File: config.mk
export PLATFORM = sky130hd
export DESIGN_NAME = commit_obsv_tx
export DESIGN_NICKNAME = d
export VERILOG_FILES = /design/src/rtl/commit_obsv_tx_pkg.sv /design/src/rtl/commit_obsv_tx_obsv_rec_fifo.sv /design/src/rtl/commit_obsv_tx.sv
export SDC_FILE = /design/constraint.sdc
export NUM_CORES = 1
export LEC_CHECK = 0
export CORE_MARGIN = 4
export CORE_UTILIZATION = 50
export DETAILED_ROUTE_END_ITERATION = 7
export PLACE_DENSITY = 0.81
export SLEW_MARGIN = 20
export SYNTH_ARGS = -nofsm -noshare
export SYNTH_HDL_FRONTEND = slang
export SYNTH_HIERARCHICAL = 1
export SYNTH_SLANG_ARGS = --single-unit
File: constraint.sdc
create_clock -name clk -period 2.19 [get_ports clk]
set_clock_uncertainty 0.2 [all_clocks]
set_input_delay 0.219 -clock clk [delete_from_list [all_inputs] [get_ports clk]]
set_output_delay 0.219 -clock clk [all_outputs]
set_load 0.02 [all_outputs]
File: src/rtl/commit_obsv_tx_pkg.sv
// Shared definitions for the commit-observation transmit path: field widths, FSM encoding, record width.
// Build option: OBSV_LD_DATA_EN adds the per-record load-result field.
`ifndef ROB_SIZE_LOG
`define ROB_SIZE_LOG 4
`endif
`ifndef MEMD_SIZE_LOG
`define MEMD_SIZE_LOG 8
`endif
// Packed record: {[ld_data], mem_valid, mem_rdwt, mem_addr, seq, last}
`define OBSV_REC_W(MEMD_W, SEQ_W, DATA_W) ((MEMD_W) + (SEQ_W) + (DATA_W) + 3)

package commit_obsv_tx_pkg;
    localparam int ROB_SIZE_LOG_DEF  = `ROB_SIZE_LOG;
    localparam int MEMD_SIZE_LOG_DEF = `MEMD_SIZE_LOG;
    localparam int SEQ_W_DEF         = 8;
    localparam int DATA_W_DEF        = 8;
`ifdef OBSV_LD_DATA_EN
    localparam bit LD_DATA_EN = 1'b1;
`else
    localparam bit LD_DATA_EN = 1'b0;
`endif

    typedef enum logic [1:0] {
        ST_RUN   = 2'd0,
        ST_DRAIN = 2'd1,
        ST_DONE  = 2'd2
    } obsv_state_e;
endpackage

File: src/rtl/commit_obsv_tx_obsv_rec_fifo.sv
// Record FIFO: registered storage, head read straight from the array, count/full/empty flags.
module obsv_rec_fifo #(
    parameter int W     = 8,
    parameter int DEPTH = 4
) (
    input  logic                       clk,
    input  logic                       rst,
    input  logic                       push,
    input  logic                       pop,
    input  logic [W-1:0]               wdata,
    output logic [W-1:0]               rdata,
    output logic [$clog2(DEPTH):0]     count,
    output logic                       full,
    output logic                       empty
);
    localparam int AW = $clog2(DEPTH);

    logic [W-1:0]  mem_q [DEPTH];
    logic [AW-1:0] wptr_q, rptr_q;
    logic [AW:0]   cnt_q;
    logic          wr_en, rd_en;

    assign full  = (cnt_q == (AW+1)'(DEPTH));
    assign empty = (cnt_q == '0);
    assign wr_en = push && !full;
    assign rd_en = pop && !empty;
    assign count = cnt_q;
    assign rdata = mem_q[rptr_q];

    // Pointers wrap naturally since DEPTH is a power of two
    always_ff @(posedge clk or negedge rst) begin
        if (!rst) begin
            wptr_q <= '0;
            rptr_q <= '0;
            cnt_q  <= '0;
        end else begin
            if (wr_en) wptr_q <= wptr_q + 1'b1;
            if (rd_en) rptr_q <= rptr_q + 1'b1;
            if (wr_en && !rd_en)      cnt_q <= cnt_q + 1'b1;
            else if (rd_en && !wr_en) cnt_q <= cnt_q - 1'b1;
        end
    end

    always_ff @(posedge clk) begin
        if (wr_en) mem_q[wptr_q] <= wdata;
    end
endmodule

File: src/rtl/commit_obsv_tx.sv
// Commit-observation transmitter: seq numbering, record FIFO, stall request and ROB-drain FSM.
// Build option: OBSV_LD_DATA_EN adds c_rd_data / tx_rd_data.
module commit_obsv_tx
    import commit_obsv_tx_pkg::*;
#(
    parameter int FIFO_DEPTH    = 4,
    parameter int ROB_SIZE_LOG  = ROB_SIZE_LOG_DEF,
    parameter int MEMD_SIZE_LOG = MEMD_SIZE_LOG_DEF,
    parameter int SEQ_W         = SEQ_W_DEF,
    parameter int DATA_W        = DATA_W_DEF
) (
    input  logic                     clk,
    input  logic                     rst,
    input  logic                     c_valid,
    input  logic                     c_mem_valid,
    input  logic                     c_mem_rdwt,
    input  logic [MEMD_SIZE_LOG-1:0] c_mem_addr,
    input  logic                     c_squash,
    input  logic [ROB_SIZE_LOG-1:0]  rob_head,
    input  logic [ROB_SIZE_LOG-1:0]  rob_tail,
    input  logic                     drain_req,
`ifdef OBSV_LD_DATA_EN
    input  logic [DATA_W-1:0]        c_rd_data,
    output logic [DATA_W-1:0]        tx_rd_data,
`endif
    output logic                     tx_valid,
    input  logic                     tx_ready,
    output logic                     tx_mem_valid,
    output logic                     tx_mem_rdwt,
    output logic [MEMD_SIZE_LOG-1:0] tx_mem_addr,
    output logic [SEQ_W-1:0]         tx_seq,
    output logic                     tx_last,
    output logic                     cpu_stall,
    output logic                     drain_done
);
    localparam int AW    = $clog2(FIFO_DEPTH);
    localparam int DW    = LD_DATA_EN ? DATA_W : 0;
    localparam int REC_W = `OBSV_REC_W(MEMD_SIZE_LOG, SEQ_W, DW);
    localparam int A_LO  = SEQ_W + 1;
    localparam int A_HI  = SEQ_W + MEMD_SIZE_LOG;

    obsv_state_e             state_q;
    logic [SEQ_W-1:0]        seq_q;
    logic [ROB_SIZE_LOG-1:0] tail_snap_q, tail_m1;
    logic                    drain_done_q;
    logic                    push, pop, tag_last, full, empty;
    logic [AW:0]             count;
    logic [REC_W-1:0]        wdata, rdata;

    assign tail_m1  = tail_snap_q - 1'b1;
    assign tag_last = (state_q == ST_DRAIN) && (c_squash || rob_head == tail_m1);
    assign push     = c_valid && !full && (state_q != ST_DONE);
    assign pop      = tx_valid && tx_ready;

    // DONE freezes the copy for good; otherwise stall only while the FIFO is full
    assign cpu_stall  = (count == (AW+1)'(FIFO_DEPTH)) || (state_q == ST_DONE);
    assign drain_done = drain_done_q;

`ifdef OBSV_LD_DATA_EN
    logic [DATA_W-1:0] ld_data;
    assign ld_data    = (c_mem_valid && c_mem_rdwt) ? c_rd_data : '0;
    assign wdata      = {ld_data, c_mem_valid, c_mem_rdwt, c_mem_addr, seq_q, tag_last};
    assign tx_rd_data = tx_valid ? rdata[REC_W-1 -: DATA_W] : '0;
`else
    assign wdata      = {c_mem_valid, c_mem_rdwt, c_mem_addr, seq_q, tag_last};
`endif

    obsv_rec_fifo #(.W(REC_W), .DEPTH(FIFO_DEPTH)) u_fifo (
        .clk   (clk),
        .rst   (rst),
        .push  (push),
        .pop   (pop),
        .wdata (wdata),
        .rdata (rdata),
        .count (count),
        .full  (full),
        .empty (empty)
    );

    assign tx_valid     = !empty;
    assign tx_last      = tx_valid & rdata[0];
    assign tx_seq       = tx_valid ? rdata[SEQ_W:1] : '0;
    assign tx_mem_addr  = tx_valid ? rdata[A_HI:A_LO] : '0;
    assign tx_mem_rdwt  = tx_valid & rdata[A_HI+1];
    assign tx_mem_valid = tx_valid & rdata[A_HI+2];

    always_ff @(posedge clk or negedge rst) begin
        if (!rst) begin
            state_q      <= ST_RUN;
            seq_q        <= '0;
            tail_snap_q  <= '0;
            drain_done_q <= 1'b0;
        end else begin
            if (push)           seq_q        <= seq_q + 1'b1;
            if (pop && rdata[0]) drain_done_q <= 1'b1;
            case (state_q)
                ST_RUN: begin
                    if (drain_req) begin
                        tail_snap_q <= rob_tail;
                        state_q     <= ST_DRAIN;
                    end
                end
                ST_DRAIN: begin
                    if (push && tag_last) state_q <= ST_DONE;
                end
                default: ;
            endcase
        end
    end
endmodule

Yosys cells after proc, flatten, opt, wreduce, memory -nomap -nowiden --
Memories as Yosys holds them, arrays and structs flattened. Cells that the tools add are included.
Operators by class: reductions and logical operators 22, equality and inequality tests 7, bitwise logic cells 3, $add $sub $neg 6, muxes and demuxes 9
Operator list (number):
- 8-bit 2-to-1 mux | 2
- 1-bit logical AND | 10
- 8-bit by 1-bit adder with 8-bit output (second input constant) | 1
- 3-bit 2-to-1 mux | 2
- 2-bit by 1-bit adder with 2-bit output (second input constant) | 2
- 4-bit equality test | 1
- 1-bit logical NOT | 4
- 2-bit 2-to-1 mux | 2
- 2-bit != test (second input constant) | 2
- 2-bit case mux with 2 select lines | 1
- 2-bit nonzero test | 2
- 4-bit by 1-bit subtractor with 4-bit output (second input constant) | 1
- 3-bit by 1-bit adder with 3-bit output (second input constant) | 1
- 1-bit AND | 3
- 3-bit equality test (second input constant) | 1
- 3-bit logical NOT | 1
- 3-bit AND reduction | 1
- 3-bit by 1-bit subtractor with 3-bit output (second input constant) | 1
- 2-bit by 1-bit equality test with 1-bit output (second input constant) | 1
- 2-bit equality test (second input constant) | 1
- 2-bit logical NOT | 1
- 1-bit logical OR | 2
- 1-bit 2-to-1 mux | 2
- 2-bit by 1-bit != test with 1-bit output (second input constant) | 1
- 2-bit AND reduction | 1
Storage, ports and cells: output and inout bits 22, bits in writable memories 76, bits in registers 22, memories kept 1, input port bits 24, logic and storage cells 55
Memory list:
- u_fifo.mem_q | depth 4, bits a word 19, read ports 1, clocked after memory_dff 0, wr ports 1, RTL line commit_obsv_tx_obsv_rec_fifo.sv:18 | logic [W-1:0] mem_q [DEPTH];

Depth between registers and ports, before layout --
word-level depth 9, mapped depth 11, gate-level depth less buffers 10

Hierarchy --
Netlist, hierarchy kept.
Modules (own cells, without submodules):
- obsv_rec_fifo | seq. area each 2457.4 um^2, instances 1, area an instance 3159.3 um^2, cells an instance 135
- commit_obsv_tx | seq. area each 375.4 um^2, instances 1, area an instance 928.4 um^2, cells an instance 89

Least setup slack after synthesis --
Ideal clock, no wire load.
kind flip-flop to flip-flop, start register u_fifo.cnt_q[2], in the netlist u_fifo/count[2], end register u_fifo.cnt_q[2], in the netlist u_fifo/count[2], cell stages (with the launch flop) 12, data required time 1.911 ns, clock period less this slack 2.409 ns, path buffers 1, library setup time 0.079 ns, path slack -0.219 ns, arrival 2.130 ns, cell sequence dfrtp_1 -> nor3b_2 -> nand2b_1 -> nor2_4 -> nor2b_1 -> buf_6 -> ha_1 -> inv_1 -> fa_1 -> xor2_1 -> nor2_1 -> xor2_1
On the way: longest elaborated chain between the ends 8, elaborated cells between the ends (all ways) 18, classes of those cells add/sub: 2; eq/ne: 1; mux: 2; reduce/logical: 13
RTL lines:
- from (decl) | RTL line commit_obsv_tx_obsv_rec_fifo.sv:20 | logic [AW:0] cnt_q;
- from (signal assigned) | RTL line commit_obsv_tx_obsv_rec_fifo.sv:39 | if (wr_en && !rd_en) cnt_q <= cnt_q + 1'b1;
- from (signal assigned) | RTL line commit_obsv_tx_obsv_rec_fifo.sv:40 | else if (rd_en && !wr_en) cnt_q <= cnt_q - 1'b1;
- 3-bit equality test * | RTL line commit_obsv_tx_obsv_rec_fifo.sv:23 | assign full = (cnt_q == (AW+1)'(DEPTH));
- via full | RTL line commit_obsv_tx.sv:46 | logic push, pop, tag_last, full, empty;
- 1-bit logical NOT * | RTL line commit_obsv_tx.sv:52 | assign push = c_valid && !full && (state_q != ST_DONE);
- 1-bit logical AND * (2 in series) | RTL line commit_obsv_tx.sv:52
- via push | RTL line commit_obsv_tx.sv:46
- 1-bit logical AND * | RTL line commit_obsv_tx_obsv_rec_fifo.sv:25 | assign wr_en = push && !full;
- via u_fifo.wr_en | RTL line commit_obsv_tx_obsv_rec_fifo.sv:21 | logic wr_en, rd_en;
- 1-bit logical NOT | RTL line commit_obsv_tx_obsv_rec_fifo.sv:40
- 1-bit logical AND | RTL line commit_obsv_tx_obsv_rec_fifo.sv:40
- 2-bit nonzero test (no source line)
The timed path passes the listed nets; every way through them passes the cells marked *. The select of a mux whose other input is x is not followed. A chain may end at the register's enable or synchronous reset.

Worst setup path after layout --
start register u_fifo.cnt_q[1], in the netlist u_fifo/count[1], end register u_fifo.cnt_q[2], in the netlist u_fifo/count[2]
On the way: longest elaborated chain between the ends 8, elaborated cells between the ends (all ways) 18, classes of those cells add/sub: 2; eq/ne: 1; mux: 2; reduce/logical: 13
RTL lines (RTL line):
- 3-bit equality test | commit_obsv_tx_obsv_rec_fifo.sv:23
- 1-bit logical NOT | commit_obsv_tx_obsv_rec_fifo.sv:25, commit_obsv_tx.sv:52
- 1-bit logical AND (2 in series) | commit_obsv_tx.sv:52
- 1-bit logical AND | commit_obsv_tx_obsv_rec_fifo.sv:25
- 1-bit logical NOT | commit_obsv_tx_obsv_rec_fifo.sv:40
- 1-bit logical AND | commit_obsv_tx_obsv_rec_fifo.sv:40
- 2-bit nonzero test (no source line)
Several ways; a longest one is shown, not always the timed one. The select of a mux whose other input is x is not followed.

==> flow_metrics.py <==
metrics = {
    "outcome": {
        "status": "complete, but fails checks",
        "violations": "negative setup slack",
    },
    "placement": {
        "routabilityCongestion": 0.7713,
        "dp_worst_setup_slack_ps": -207.2,
        "dp_hpwl_um": 4756,
        "place_inst": 388,
        "port_buffers": 45,
    },
    "synth": {
        "syn_inst": 224,
        "synth_nets": 256,
        "yosys_register_bits": 98,
        "ys_seq_area_share_pct": 69.30,
        "synthesis.area_mm2": 0.004088,
        "ys_warn_count": 6,
        "postSynthAreaPerCell_um2": 18.25,
        "synth.distinct_cells": 41,
    },
    "clock_tree": {
        "clock_latency_ps": 360,
        "h-tree-depth": 3,
        "numCtsBuffers": 9,
        "clock_sinks": 98,
        "cts-root-buf": "clkbuf_8",
        "clkTransAtPathRegs_ps": 90,
        "cts_tree": "built",
        "cts_buffer_depth": 2,
    },
    "worst_setup_path": {
        "rr_worst_depth": 9,
        "critical_path_class": "flip-flop to flip-flop",
        "critical-path-top-delay-family": "simple AND/OR/NAND/NOR gates",
        "startpoint_type": "flip-flop",
        "critPathArrivalTime_ps": 2320,
        "cp_common_cell": "xor2_1",
        "path_max_fanout": 3,
        "reg2reg_from": "u_fifo/count[1]$_DFFE_PN0P_",
        "r2r_slack_ps": -40,
        "cp.required_ps": 2280,
        "path_buf_inv": 2,
        "worstSetupEndpointType": "flip-flop",
        "max_stage_delay_ps": 430,
        "slowest_stage": "dfrtp_1",
        "cp_cell_sequence": "or3_4, buf_4, nand2_4, ha_4, inv_2, fa_2, xor2_1, nor2_1, xor2_1",
        "r2r-end": "u_fifo/count[2]$_DFFE_PN0P_",
    },
    "sta": {
        "setup_violations": 6,
        "fin_crit_ps": 2234,
        "drv_slew": 0,
        "worst_slew_pin_slew_ps": 351.6,
        "rsz0062_at_grt": "yes",
        "finalHoldViolCount": 0,
        "fin_crit_sh_pct": 102.0,
        "slew_headroom_pct": 76.53,
        "fmax_ghz": 0.4477,
        "finalWorstSetupSlack_ps": -43.75,
    },
    "global_routing": {
        "first_global_vias": 2303,
        "grt_max_degree": 23,
        "grt_pass1_wl_um": 11610,
        "antenna_found_initial": 0,
        "grt_overflow": 0,
        "grt_usage_pct": 15.82,
    },
    "floorplanning": {
        "io_pins": 46,
        "die_h_um": 98.42,
        "dieArea_mm2": 0.009686,
        "die-width_um": 98.42,
        "rows": 32,
        "initial_utilization_pct": 52.09,
        "coreArea_mm2": 0.007848,
    },
    "power": {
        "p_total_mw": 7.372,
        "irDropWorstVdd_uv": 770.4,
        "leakagePower_nw": 1.996,
        "power_density_mw_per_mm2": 1397,
    },
    "layout": {
        "diodes": 0,
        "regArea_mm2": 0.002834,
        "drive_above_1_share_pct": 39.81,
        "synthToLayoutAreaGrowth_pct": 29.05,
        "multi_input_area_mm2": 0.001326,
        "fillers": 551,
        "stdcell_count": 411,
        "fin_nets": 336,
    },
    "route": {
        "vias": 2166,
        "wl_per_cell_um": 17.05,
        "drt_wl_total_um": 7008,
        "first_pass_iters": 4,
        "via_per_inst": 5.270,
        "ant_nets": 0,
        "drt_iter0_markers": 88,
        "drc": 0,
    },
    "worst_hold_path": {
        "min_to": "tail_snap_q[0]$_DFFE_PN0P_",
        "hold_class": "input port to flip-flop",
        "hold_depth": 3,
        "hold_path.startpoint": "rob_tail[0]",
    },
    "job": {
        "maxCapViolCount": 0,
    },
}
-- Yosys cell counts, drive strengths merged --
master   number  area, µm²
nor2b        22      145.1
and2b         1      7.510
a21oi         1      5.000
mux4         19      427.9
o2bb2ai       1      8.760
xor2          7      61.31
nor3          4      30.03
ha            7      87.58
and3b         1      10.01
nand2         8      30.03
a21o          2      16.27
buf           4      31.27
nor2          4      22.52
or2           1      6.260
mux2          5      60.05
clkbuf        3      11.26
nand3         2      10.01
dfrtp        22      550.5
nand3b        1      20.02
a31o          1      8.760
xnor3         1      22.52
edfxtp       76       2282
and3          1      6.260
fa            1      20.02
o21ai         2      10.01
xnor2        10      87.58
nand4         1      6.260
inv           7      26.28
o21bai        1      7.510
nand2b        1      6.260
and2          4      25.02
or3           1      6.260
nor3b         2      31.28
-- layout make-up --
type | count | area share [%]
repair buffers | 76 | 14.35
well taps | 102 | 2.419
multi-input cells | 112 | 25.14
clock buffers | 10 | 2.419
flip-flops and latches | 98 | 53.72
inverters | 7 | 0.5455
clock inverters | 6 | 1.399
-- worst register-to-register path, delay by kind of cell, from the launching register on --
kind | cells | cell delay, ps
xor+xnor | 2 | 290
simple gates | 3 | 590
buf+inv | 2 | 200
fa+ha+maj | 2 | 460
flops | 1 | 430
-- repair_timing --
item,in CTS,in global routing
pin swaps,6,2
resized for setup,101,43
cloned,1,0
hold endpoints to repair,10,0
hold buffers,1,0
buffers inserted,4,2
setup endpoints to repair,22,22
-- worst max-delay path by stage --
stage                                      start                     endpoint  depth (start not counted)
floorplan            u_fifo/count[1]$_DFFE_PN0P_  u_fifo/count[1]$_DFFE_PN0P_                          9
global placement                         c_valid  u_fifo/count[2]$_DFFE_PN0P_                         10
detailed placement                       c_valid  u_fifo/count[2]$_DFFE_PN0P_                         10
CTS                 u_fifo/rptr_q[0]$_DFFE_PN0P_               tx_mem_addr[1]                          5
global route         u_fifo/count[1]$_DFFE_PN0P_  u_fifo/count[2]$_DFFE_PN0P_                          9
finish               u_fifo/count[1]$_DFFE_PN0P_  u_fifo/count[2]$_DFFE_PN0P_                          9
-- registers in the layout, indices dropped and copies added, names as in the netlist --
signal	cells
tail_snap_q	4
seq_q	8
u_fifo/rptr_q	2
u_fifo/count	3
state_q	2
u_fifo/wptr_q	2
drain_done	1
u_fifo/mem_q	76
-- power breakdown --
| part | switching (mW) | leakage, nW | internal, mW |
|---|---|---|---|
| Combinational | 1.53 | 0.945 | 1.90 |
| Clock | 0.617 | 0.0954 | 0.544 |
| Sequential | 0.280 | 0.956 | 2.50 |
-- routing by layer --
layer  wire length (µm)  vias up  part of all wire (%)  GRT usage [%]
met1               2777     1108                    40          17.68
met2               3770       52                    54          29.07
met5                  0        -                     0              0
li1                   -      998                     -              -
met3                376        8                   5.4          4.529
met4                 84        0                   1.2          5.042
-- metrics by stage --
stage	area (µm²)	hold slack [ps]	TNS (ps)	util (%)
3_5_place_dp	4893	254.3	-997.1	62.36
3_3_place_gp	4893	245.7	-346.8	62.36
4_1_cts	5150	211.3	-1021	65.63
5_1_grt	5275	230.6	-1618	67.22
2_1_floorplan	4115	-276.6	-229.4	-
6_report	5275	218.9	-108.1	67.22
-- cell usage in the layout, fill, tap and decap left out, types with 3 or more instances in the layout --
cell type        Yosys  final
nor2b_4              1     13
ha_1                 7      6
dfrtp_1             22     21
xor2_1               7      7
clkbuf_8             0      9
edfxtp_1            76     76
mux4_2              19     19
clkdlybuf4s50_1      0     24
buf_4                2     27
buf_12               0      7
nor2_1               3      3
buf_6                1     12
nor2b_1             21      9
inv_1                7      4
buf_2                1      4
nand2_1              8      7
mux2_2               4      3
and2_2               0      4
xnor2_1             10     10
-- kinds of logic (layout without fill, tap and decap cells) --
family	Yosys count	after routing	share of synthesized area [%]
multiplexers	24	24	11.94
AND/OR/NAND/NOR	54	54	8.877
adder cells (fa/ha/maj)	8	8	2.632
AO/OA/AOI/OAI	8	8	1.378
buffers and inverters	14	99	1.683
flip-flops	98	98	69.30
XOR/XNOR	18	18	4.193
Power figures use the tool's default switching activity.
